`src/rtl/count_mon_pkg.sv`:
```
// Shared types and constants for the count_monitor block: FSM states,
// the Gray-to-binary helper and active-low seven-segment digit patterns.
package count_mon_pkg;

  localparam int CNT_W_DEF = 8;

  typedef enum logic [1:0] {
    EMPTY = 2'd0,
    TRACK = 2'd1,
    FAULT = 2'd2
  } state_t;

  // Segment patterns are active-low, bit order gfedcba
  localparam logic [6:0] SEG7_0 = 7'b1000000;
  localparam logic [6:0] SEG7_1 = 7'b1111001;
  localparam logic [6:0] SEG7_2 = 7'b0100100;
  localparam logic [6:0] SEG7_3 = 7'b0110000;
  localparam logic [6:0] SEG7_4 = 7'b0011001;
  localparam logic [6:0] SEG7_5 = 7'b0010010;
  localparam logic [6:0] SEG7_6 = 7'b0000010;
  localparam logic [6:0] SEG7_7 = 7'b1111000;
  localparam logic [6:0] SEG7_BLANK = 7'b1111111;

  function automatic logic [2:0] gray2bin(input logic [2:0] g);
    logic [2:0] b;
    b[2] = g[2];
    b[1] = b[2] ^ g[1];
    b[0] = b[1] ^ g[0];
    return b;
  endfunction

endpackage

```
`src/rtl/count_monitor_if.sv`:
```
// Bundle between the counter under observation and count_monitor.
// The seg field only exists when COUNT_MON_SEG7_EN is defined.
interface count_monitor_if #(parameter int CNT_W = 8);

  logic [2:0]       q;
  logic             m;
  logic             clr;
  logic [2:0]       bin;
  logic             up_p;
  logic             dn_p;
  logic             wrap_p;
  logic             err_p;
  logic             fault;
  logic [CNT_W-1:0] err_cnt;
`ifdef COUNT_MON_SEG7_EN
  logic [6:0]       seg;

  modport master (output q, m, clr,
                  input  bin, up_p, dn_p, wrap_p, err_p, fault, err_cnt, seg);
  modport slave  (input  q, m, clr,
                  output bin, up_p, dn_p, wrap_p, err_p, fault, err_cnt, seg);
`else
  modport master (output q, m, clr,
                  input  bin, up_p, dn_p, wrap_p, err_p, fault, err_cnt);
  modport slave  (input  q, m, clr,
                  output bin, up_p, dn_p, wrap_p, err_p, fault, err_cnt);
`endif

endinterface

```
`src/rtl/count_monitor_seg7_dec.sv`:
```
// seg7_dec: combinational 3-bit value to active-low gfedcba segments.
module seg7_dec
  import count_mon_pkg::*;
(
  input  logic [2:0] val,
  output logic [6:0] seg
);

  always_comb begin
    seg = SEG7_BLANK;
    case (val)
      3'd0: seg = SEG7_0;
      3'd1: seg = SEG7_1;
      3'd2: seg = SEG7_2;
      3'd3: seg = SEG7_3;
      3'd4: seg = SEG7_4;
      3'd5: seg = SEG7_5;
      3'd6: seg = SEG7_6;
      3'd7: seg = SEG7_7;
      default: seg = SEG7_BLANK;
    endcase
  end

endmodule

```
`src/rtl/count_monitor.sv`:
```
// count_monitor: classifies each change of a 3-bit binary/Gray counter as +1, -1
// or illegal. Define COUNT_MON_SEG7_EN to add the registered seven-segment output.
module count_monitor
  import count_mon_pkg::*;
#(
  parameter int CNT_W = CNT_W_DEF
)
(
  input  logic             clk,
  input  logic             rst,
  count_monitor_if.slave   bus
);

  state_t           state, state_nxt;
  logic [2:0]       v, prev_v, bin_r;
  logic             prev_m;
  logic             up_r, dn_r, wrap_r, err_r;
  logic             up_nxt, dn_nxt, wrap_nxt, err_nxt;
  logic [CNT_W-1:0] err_cnt_r, err_cnt_nxt;

  assign v = bus.m ? gray2bin(bus.q) : bus.q;

  // A mode change only re-seeds the reference; it is never judged as a step
  always_comb begin
    state_nxt   = state;
    up_nxt      = 1'b0;
    dn_nxt      = 1'b0;
    wrap_nxt    = 1'b0;
    err_nxt     = 1'b0;
    err_cnt_nxt = err_cnt_r;
    case (state)
      EMPTY: state_nxt = TRACK;
      TRACK, FAULT: begin
        if (bus.m == prev_m && v != prev_v) begin
          if (v == prev_v + 3'd1) begin
            up_nxt   = 1'b1;
            wrap_nxt = (prev_v == 3'd7);
          end else if (v == prev_v - 3'd1) begin
            dn_nxt   = 1'b1;
            wrap_nxt = (prev_v == 3'd0);
          end else begin
            err_nxt   = 1'b1;
            state_nxt = FAULT;
            if (err_cnt_r != '1) err_cnt_nxt = err_cnt_r + CNT_W'(1);
          end
        end
      end
      default: state_nxt = EMPTY;
    endcase
  end

  always_ff @(posedge clk) begin
    if (rst || bus.clr) begin
      state     <= EMPTY;
      prev_v    <= 3'd0;
      prev_m    <= 1'b0;
      bin_r     <= 3'd0;
      up_r      <= 1'b0;
      dn_r      <= 1'b0;
      wrap_r    <= 1'b0;
      err_r     <= 1'b0;
      err_cnt_r <= '0;
    end else begin
      state     <= state_nxt;
      prev_v    <= v;
      prev_m    <= bus.m;
      bin_r     <= v;
      up_r      <= up_nxt;
      dn_r      <= dn_nxt;
      wrap_r    <= wrap_nxt;
      err_r     <= err_nxt;
      err_cnt_r <= err_cnt_nxt;
    end
  end

  assign bus.bin     = bin_r;
  assign bus.up_p    = up_r;
  assign bus.dn_p    = dn_r;
  assign bus.wrap_p  = wrap_r;
  assign bus.err_p   = err_r;
  assign bus.fault   = (state == FAULT);
  assign bus.err_cnt = err_cnt_r;

`ifdef COUNT_MON_SEG7_EN
  logic [6:0] seg_nxt, seg_r;

  seg7_dec u_seg7_dec (
    .val (v),
    .seg (seg_nxt)
  );

  always_ff @(posedge clk) begin
    if (rst || bus.clr) seg_r <= SEG7_BLANK;
    else                seg_r <= seg_nxt;
  end

  assign bus.seg = seg_r;
`endif

endmodule

```
`src/flat_wrapper.sv`:
```
// flat-port wrapper written by rule: the top's interface ports become plain ports
module count_monitor_flat import count_mon_pkg::*;
#(
  parameter int CNT_W = CNT_W_DEF
)
  (clk, rst, bus_q, bus_m, bus_clr, bus_bin, bus_up_p, bus_dn_p, bus_wrap_p, bus_err_p, bus_fault, bus_err_cnt);
  count_monitor_if #(.CNT_W(CNT_W)) bus_i ();
  input  logic clk;
  input  logic rst;
  input wire logic [$bits(bus_i.q)-1:0] bus_q;
  input wire logic [$bits(bus_i.m)-1:0] bus_m;
  input wire logic [$bits(bus_i.clr)-1:0] bus_clr;
  output wire logic [$bits(bus_i.bin)-1:0] bus_bin;
  output wire logic [$bits(bus_i.up_p)-1:0] bus_up_p;
  output wire logic [$bits(bus_i.dn_p)-1:0] bus_dn_p;
  output wire logic [$bits(bus_i.wrap_p)-1:0] bus_wrap_p;
  output wire logic [$bits(bus_i.err_p)-1:0] bus_err_p;
  output wire logic [$bits(bus_i.fault)-1:0] bus_fault;
  output wire logic [$bits(bus_i.err_cnt)-1:0] bus_err_cnt;
  assign bus_i.q = bus_q;
  assign bus_i.m = bus_m;
  assign bus_i.clr = bus_clr;
  assign bus_bin = bus_i.bin;
  assign bus_up_p = bus_i.up_p;
  assign bus_dn_p = bus_i.dn_p;
  assign bus_wrap_p = bus_i.wrap_p;
  assign bus_err_p = bus_i.err_p;
  assign bus_fault = bus_i.fault;
  assign bus_err_cnt = bus_i.err_cnt;
  count_monitor #(.CNT_W(CNT_W)) u_core (.clk(clk), .rst(rst), .bus(bus_i));
endmodule
```
`config.mk`:
```
export PLATFORM = sky130hd
export DESIGN_NAME = count_monitor_flat
export DESIGN_NICKNAME = d
export VERILOG_FILES = /design/src/rtl/count_mon_pkg.sv /design/src/rtl/count_monitor_if.sv /design/src/rtl/count_monitor_seg7_dec.sv /design/src/rtl/count_monitor.sv /design/src/flat_wrapper.sv
export SDC_FILE = /design/constraint.sdc
export NUM_CORES = 1
export LEC_CHECK = 0
export ABC_AREA = 0
export CAP_MARGIN = 20
export CORE_UTILIZATION = 36
export CTS_CLUSTER_DIAMETER = 60
export DETAILED_ROUTE_END_ITERATION = 12
export SYNTH_ARGS = -nofsm -noshare
export SYNTH_HDL_FRONTEND = slang
export SYNTH_HIERARCHICAL = 1
export SYNTH_SLANG_ARGS = --single-unit
```
`constraint.sdc`:
```
create_clock -name clk -period 5.23 [get_ports clk]
set_clock_uncertainty 0.1 [all_clocks]
set_input_delay 0.7845 -clock clk [delete_from_list [all_inputs] [get_ports clk]]
set_output_delay 0.7845 -clock clk [all_outputs]
set_load 0.02 [all_outputs]
```
### After elaboration in Yosys (flattened, before gate mapping)

Cells that the tools add are included.

| operators by class | value |
|---|---|
| add/subtract/negate cells | 3 |
| multiply operators | 0 |
| div/mod/pow operators | 0 |
| $lt $le $gt $ge | 0 |
| equal/unequal tests | 11 |
| shift operators | 0 |
| muxes and demuxes | 10 |
| bitwise gates (word level) | 6 |
| reductions and logical operators | 9 |

Operators by type and width:

| operator | number |
|---|---|
| adder 8 x 1 -> 8 bit (second input constant) | 1 |
| 2-to-1 mux 2 bit | 4 |
| inequality test 8 bit (second input constant) | 1 |
| equality test 3 bit | 2 |
| 2-to-1 mux 1 bit | 5 |
| AND reduction 5 bit | 1 |
| inequality test 2 bit (second input constant) | 2 |
| inverter 1 bit | 4 |
| case mux 2 bit (2 select lines) | 1 |
| OR reduction 4 bit | 1 |
| adder 3 x 1 -> 3 bit (second input constant) | 1 |
| equality test 3 bit (second input constant) | 1 |
| zero test 3 bit | 1 |
| inequality test 3 bit | 1 |
| AND reduction 3 bit | 1 |
| OR reduction 3 bit | 1 |
| subtractor 3 x 1 -> 3 bit (second input constant) | 1 |
| equality test 2 x 1 -> 1 bit (second input constant) | 1 |
| equality test 2 bit (second input constant) | 1 |
| zero test 2 bit | 1 |
| inequality test 2 x 1 -> 1 bit (second input constant) | 1 |
| OR reduction 2 bit | 1 |
| bitwise XOR 1 bit | 2 |
| equality test 1 bit | 1 |
| 2 further kinds | 2 |

| storage, ports and cells | value |
|---|---|
| register bits after elaboration | 18 |
| bits in latches | 0 |
| bits in writable memories | 0 |
| memory bits (read-only) | 0 |
| input port bits | 7 |
| word-level logic and storage cells | 47 |
| memories | 0 |

### Logic depth before layout (Yosys ltp)

Gate-level depths: netlist of the first run.

| logic depth | value |
|---|---|
| depth in word-level cells | 8 |
| mapped depth | 9 |

### Worst setup path before layout of the first run

No wires, ideal clock.

| path | value |
|---|---|
| kind | input to register |
| start | in bus_q[1] |
| end | reg u_core.err_cnt_r[2], in the netlist u_core/bus.err_cnt[2] |
| library setup time | 0.116 ns |
| arrival time | 2.354 ns |
| required time | 5.014 ns |
| path slack | 2.660 ns |
| stages on the path | 8 |
| cell sequence | buf_4 -> xnor3_1 -> mux2i_1 -> nand2_1 -> a311oi_2 -> buf_4 -> a21oi_1 -> a31o_2 |

| between the ends | value |
|---|---|
| cells in the longest elaborated chain, start to end | 6 |
| elaborated cells between the ends (all ways) | 10 |
| classes of those cells | eq/ne: 3; mux: 1; bitwise: 4; reduce/logical: 2 |

RTL lines:

| item | RTL line | text |
|---|---|---|
| from (decl) | flat_wrapper.sv:10 | `input wire logic [$bits(bus_i.q)-1:0] bus_q;` |
| bitwise XOR 1 bit | count_mon_pkg.sv:27 | `b[1] = b[2] ^ g[1];` |
| bitwise XOR 1 bit | count_mon_pkg.sv:28 | `b[0] = b[1] ^ g[0];` |
| 2-to-1 mux 2 bit * | count_monitor.sv:21 | `assign v = bus.m ? gray2bin(bus.q) : bus.q;` |
| inequality test 3 bit, or another cell as far along | count_monitor.sv:34 | `if (bus.m == prev_m && v != prev_v) begin` |
| logical AND 1 bit / inverter 1 bit (equally long branches) | - |  |
| AND reduction 5 bit (no source line) * | - |  |
| to (signal assigned) | count_monitor.sv:72 | `err_cnt_r <= err_cnt_nxt;` |
| to (decl) | count_monitor.sv:19 | `logic [CNT_W-1:0] err_cnt_r, err_cnt_nxt;` |

Every way passes the cells marked *; elsewhere a longest branch is shown, timed or not.
A chain may end at the register's enable or synchronous reset.

### Worst setup path after layout of the first run

| path | value |
|---|---|
| start | in bus_q[1] |
| end | reg u_core.err_cnt_r[3], in the netlist u_core/bus.err_cnt[3] |

Same word-level chain as after synthesis.

==> summary.txt, run 1 <==
Synthesis
  – Synth top area share: between 30% and 40%
  – Number of synthesized flops with an enable pin: 0
  – Yosys warns: 6
  – Register bit total from synthesis: 18
  – Asr flop ratio synth: 0%
  – Syn Std Cell Area: 1050 sq um
  – Avg Inst Size Synth: 8.41 sq um
  – Netlist cell types: 38
  – Post-synthesis sequential area ratio: 34.3%
  – Synth top area cells: dfxtp_1 (34%), ha_1 (8.3%), xor2_1 (6.7%), nor2_1 (5.4%), nand2_1 (5.0%)
  – Post-synthesis cell count: around 130
  – Top_reg_cell synth: dfxtp_1
  – Synth Net Count: 139
  – Synth area leader: dfxtp_1

Timing
  – RSZ-0062 raised after global routing: no
  – Hold_ws: 0.421 ns
  – Setup-failing EPs final: 0
  – Minimum clock period: 3.37 ns
  – Peak Freq: 297 MHz
  – Final hold vios: 0
  – Worst-Margin Slew: about 0.88 ns
  – Slew Limit Fails: 0
  – PnR worst setup slack: 1.86 ns
  – Slew HR: 41.1%
  – Final TNS setup: 0 ns
  – Period utilisation layout: 64.4%

Routing
  – Post-route DRC: 0
  – Met2 WL: roughly 1000 um
  – Detail Route met3 WL: a little under 90 um
  – DR iter-0 viols: 14
  – Met1 Wirelength: 1020 um
  – DRT Pass-1 Iters: 6
  – Routed Antenna Nets: 0
  – Vias: 923
  – Highest routed metal layer: met4
  – Routed len/inst: 12.0 um
  – DR vias/cell: around 5.2
  – Final Routed Wirelength: 2130 um

Pwr
  – Final Power: 0.290 mW
  – Sw frac: around 28%
  – Max VDD drop: 0.206 mV
  – Clock share of power: 29.2%
  – Leakage power total: ~0.5 nW
  – Power Density: 220 nW/um^2
  – P_sw: 0.0808 mW
  – Seq pwr share: approximately 49%
  – Cell Int Power: about 0.21 mW
  – Share of total power in combinational logic: between 20% and 30%

Clocking
  – Hold Buf Count CTS: 0
  – Clk_lat worst skew: 0.29 ns
  – CTS max path bufs: 2
  – Post-cts repair resize count: 0
  – Post-CTS Setup Repair Bufs: 0
  – TritonCTS clock tree: done
  – Sink Count: 18
  – Num CTS Buffers: 3
  – Worst-path clk slew: 0.10 ns
  – Root Buffer: clkbuf_4
  – H-Tree Depth: 1

Global routing
  – Overflow after GRT: 0
  – Number of global-route vias before repair: between 800 and 900
  – First-pass GRT wire length: 3620 um
  – Pin count of the biggest net entering global routing: 15
  – All-Layer GR Usage: 14.2%
  – Initial antenna violation count: 0

Setup path
  – Reg2reg end: u_core/bus.err_cnt[3]$_SDFFE_PP0P_
  – Crit Path Max Fanout: 14
  – CP startpoint kind: input port
  – Critical path class: input port to flip-flop
  – Worst r2r src: u_core/bus.bin[0]$_SDFF_PP0_
  – R2R setup slack: 2.30 ns
  – Setup crit end kind: flip-flop
  – WP data arrival: 3.49 ns
  – Critical path cell sequence: clkdlybuf4s50_1 -> xnor3_1 -> mux2i_1 -> nand2_1 -> a311oi_2 -> or4b_1 -> o21ai_0
  – Required @ worst endpoint: roughly 5.4 ns
  – Worst-case reg-to-reg path depth: 8
  – Max incr delay on CP: 0.76 ns
  – Crit-path slowest cell: a311oi_2

Die
  – Core area: about 2800 sq um
  – Die footprint: ~3100 sq um
  – Starting Density: 38.1%
  – Row count: 19
  – Num ports: 23
  – Die W: 56.0 um
  – Die Height: 56.0 um

Finish
  – Fill count: 283
  – Nets: 161
  – # diodes: 0
  – Area of the multi-input gates: 639 sq um
  – Area Growth Syn to Fin: 25.4%
  – Ratio of cells with drive above 1 in the final layout: 6.85%
  – Most frequent cells in the layout: clkdlybuf4s50_1 (22), dfxtp_1 (18), nor2_1 (15)
  – FF+latch area: 360 sq um
  – Most common cell after layout, fill and taps aside: clkdlybuf4s50_1

Placed design
  – Worst slack at placement: 1.61 ns
  – Routability cong.: 0.741
  – IO Port Bufs: 22
  – Hpwl dp: ~1600 um

Worst hold path
  – HP Class: flip-flop to flip-flop
  – Hold_sp: u_core/state[1]$_SDFFE_PP0P_
  – Hold Path Stages: 2
  – Worst Hold End: u_core/state[1]$_SDFFE_PP0P_

Run status
  – Status: completed

Job
  – Maxcap violations: 0
-- power groups by stage --
| stage | clock (mW) | combinational [mW] | sequential [mW] |
|---|---|---|---|
| 5_1_grt | 0.0943 | 0.0699 | 0.143 |
| 3_5_place_dp | 0 | 0.0622 | 0.146 |
| 3_3_place_gp | 0 | 0.0606 | 0.146 |
| 2_1_floorplan | 0 | 0.0446 | 0.148 |
| 4_1_cts | 0.0893 | 0.0627 | 0.143 |
| 6_report | 0.0846 | 0.0627 | 0.143 |
-- cell families (layout without fill, tap and decap cells) --
group / Yosys count / after routing / synth area share (%)
adders and majority gates: 7 / 7 / 8.33
muxes: 2 / 2 / 1.90
and+or+nand+nor: 51 / 51 / 23.9
DFF: 18 / 18 / 34.3
xor gates and xnor gates: 11 / 11 / 10.5
AOI/OAI and AO/OA: 25 / 25 / 16.2
buffers and inverters: 11 / 32 / 4.88
-- worst max-delay path by stage --
| stage | depth (start not counted) | endpoint | slack [ns] | start |
|---|---|---|---|---|
| floorplan | 8 | u_core/bus.err_cnt[2]$_SDFFE_PP0P_ | 2.66 | bus_q[1] |
| global placement | 7 | u_core/bus.err_cnt[3]$_SDFFE_PP0P_ | 1.68 | bus_q[1] |
| detailed placement | 7 | u_core/bus.err_cnt[3]$_SDFFE_PP0P_ | 1.61 | bus_q[2] |
| CTS | 7 | u_core/bus.err_cnt[3]$_SDFFE_PP0P_ | 1.89 | bus_q[1] |
| global route | 7 | u_core/bus.err_cnt[3]$_SDFFE_PP0P_ | 1.69 | bus_q[2] |
| finish | 7 | u_core/bus.err_cnt[3]$_SDFFE_PP0P_ | 1.86 | bus_q[1] |
-- flip-flops by register name, summed over array words and instances (netlist names) --
| name | flops |
|---|---|
| u_core/bus.err_cnt | 8 |
| u_core/bus.bin | 3 |
| u_core/state | 2 |
| u_core/bus.dn_p | 1 |
| u_core/bus.err_p | 1 |
| u_core/bus.up_p | 1 |
| u_core/bus.wrap_p | 1 |
| u_core/prev_m | 1 |
-- stage by stage --
stage               util, %  instances  cell area (sq um)
floorplan                 -        125               1050
global placement       46.5        173               1280
detailed placement     46.5        173               1280
CTS                    47.8        177               1320
global route           47.8        177               1320
finish                 47.8        177               1320
-- routing by layer --
metal | up-vias | track usage, %
li1 | 479 | -
met1 | 423 | 17.1
met2 | 19 | 24.7
met3 | 2 | 4.65
met4 | 0 | 3.14
met5 | - | 0
-- layout make-up --
cell class	instances	area share (%)
inverters	6	1.71
well taps	31	2.94
flip-flops and latches	18	27.4
clock buffers	4	2.75
multi-input cells	96	48.5
repair buffers	22	16.7
-- synth_stat cells (all sizes together), types with 2 or more instances --
library cell / n
nand3: 4
a31oi: 2
buf: 4
o211ai: 2
nor2: 15
nand2: 14
nand4: 2
mux2i: 2
o21ai: 6
dfxtp: 18
inv: 6
nor3: 2
a21oi: 5
ha: 7
xnor2: 2
or2: 2
a31o: 3
xor2: 8
or3: 3
-- worst max-delay path, delay by kind of cell --
family                 cells  cell delay, ns
AO/OA/AOI/OAI              2            0.84
AND/OR/NAND/NOR            2            0.61
buffers and inverters      1            0.60
XOR/XNOR                   1            0.50
multiplexers               1            0.17
Power figures use the tool's default switching activity.
==> run 2, diff against run 1 <==
- clock period: 5.23 -> 2.75 ns (I/O delays scaled with it)
==> summary.txt, run 2 (synthesized netlist as in run 1, its figures left out) <==
Run status
  – Status: completed

Clocking
  – Sink Count: 18
  – Post-cts repair resize count: 0
  – Hold Buf Count CTS: 0
  – Num CTS Buffers: 3
  – Worst-path clk slew: about 0.11 ns
  – TritonCTS clock tree: done
  – Post-CTS Setup Repair Bufs: 0
  – H-Tree Depth: 1
  – Root Buffer: clkbuf_4
  – CTS max path bufs: 2
  – Clk_lat worst skew: approximately 0.29 ns

Die
  – Die W: 56.0 um
  – Die footprint: 3140 sq um
  – Die Height: about 56 um
  – Num ports: 23
  – Core area: about 2800 sq um
  – Starting Density: 38.1%
  – Row count: 19

Placed design
  – IO Port Bufs: 22
  – Hpwl dp: ~1700 um
  – Worst slack at placement: 0.0346 ns
  – Dpl cells: 178
  – Placed inst area: 1320 sq um
  – Routability cong.: 0.776

Setup path
  – Setup crit end kind: flip-flop
  – Crit-path slowest cell: dfxtp_1
  – Critical path class: flip-flop to flip-flop
  – Crit Path Max Fanout: 11
  – WP data arrival: 2.66 ns
  – Critical path cell sequence: inv_1 -> ha_1 -> xnor3_1 -> mux2i_1 -> nand2_1 -> a311oi_2 -> buf_4 -> nor4b_1 -> o21a_1
  – CP startpoint kind: flip-flop
  – Max incr delay on CP: approximately 0.43 ns
  – Required @ worst endpoint: 2.89 ns

Global routing
  – Pin count of the biggest net entering global routing: 12
  – Initial antenna violation count: 0
  – First-pass GRT wire length: 3930 um
  – Number of global-route vias before repair: approximately 900
  – All-Layer GR Usage: 15.6%
  – Overflow after GRT: 0

Timing
  – PnR worst setup slack: 0.235 ns
  – Slew Limit Fails: 0
  – Setup-failing EPs final: 0
  – Hold_ws: 0.423 ns
  – Minimum clock period: 2.52 ns
  – Peak Freq: 398 MHz
  – RSZ-0062 raised after global routing: no
  – Worst-Margin Slew: 0.589 ns
  – Slew HR: roughly three fifths
  – Period utilisation layout: 91.5%
  – Final hold vios: 0
  – Final TNS setup: 0 ns

Pwr
  – Power Density: between 400 and 500 nW/um^2
  – Max VDD drop: 0.232 mV
  – Leakage power total: between 0.5 and 0.6 nW
  – Final Power: around 0.56 mW

Finish
  – Fill count: 280
  – Area Growth Syn to Fin: 28.9%
  – Final Core Density: 49.1%
  – # diodes: 0
  – Nets: about 170
  – Final instance area: 1360 sq um
  – Most frequent cells in the layout: clkdlybuf4s50_1 (22), dfxtp_1 (18), nor2_1 (15)
  – Most common cell after layout, fill and taps aside: clkdlybuf4s50_1
  – Fin cells: around 180
  – Ratio of cells with drive above 1 in the final layout: 9.93%
  – Max FFs per register: 8

Job
  – Maxcap violations: 0

Routing
  – DRT Pass-1 Iters: 4
  – DR vias/cell: 5.18
  – DR iter-0 viols: 23
  – Routed Antenna Nets: 0
  – Routed len/inst: 12.0 um
  – Vias: 943
  – Final Routed Wirelength: 2180 um
  – Post-route DRC: 0

Worst hold path
  – HP Class: flip-flop to flip-flop
-- run 2: changes by cell type in the layout (fill, tap and decap cells not counted) --
cell / change
buf_4: +5
-- run 2: final timing paths --
path / from / to / slack, ns / depth (start not counted)
max reg2reg: u_core/bus.bin[0]$_SDFF_PP0_ / u_core/bus.err_cnt[7]$_SDFFE_PP0P_ / 0.23 / 9
min: u_core/bus.err_cnt[1]$_SDFFE_PP0P_ / u_core/bus.err_cnt[1]$_SDFFE_PP0P_ / 0.42 / 2
min reg2reg: u_core/bus.err_cnt[1]$_SDFFE_PP0P_ / u_core/bus.err_cnt[1]$_SDFFE_PP0P_ / 0.42 / 2
max: u_core/bus.bin[0]$_SDFF_PP0_ / u_core/bus.err_cnt[7]$_SDFFE_PP0P_ / 0.23 / 9
-- run 2: power breakdown --
| group | switching, mW | internal [mW] |
|---|---|---|
| Sequential | 0.00516 | 0.266 |
| Clock | 0.0834 | 0.0806 |
| Combinational | 0.0688 | 0.0584 |
| Total | 0.157 | 0.405 |
-- run 2: area by class of cell --
| type | instances | area, sq um | share of cell area, % |
|---|---|---|---|
| multi-input combinational | 96 | 639 | 47.2 |
| tap | 31 | 38.8 | 2.86 |
| sequential | 18 | 360 | 26.6 |
| clock buffer | 4 | 36.3 | 2.68 |
| timing repair buffer | 27 | 258 | 19.0 |
| inverter | 6 | 22.5 | 1.66 |
-- run 2: critical path: cells and delay by family, from the launching register on --
kind,cells,cell delay [ns]
muxes,1,0.20
AOI/OAI and AO/OA,2,0.43
DFF,1,0.43
buffers and inverters,2,0.33
adders and majority gates,1,0.34
xor gates and xnor gates,1,0.29
and+or+nand+nor,2,0.36
-- run 2: routing by layer --
layer | vias up | wire length, um | GRT usage (%)
li1 | 489 | - | -
met5 | - | 0 | 0
met3 | 2 | 66 | 2.33
met4 | 0 | 16 | 7.32
met1 | 436 | 1080 | 20.9
met2 | 16 | 1020 | 24.7
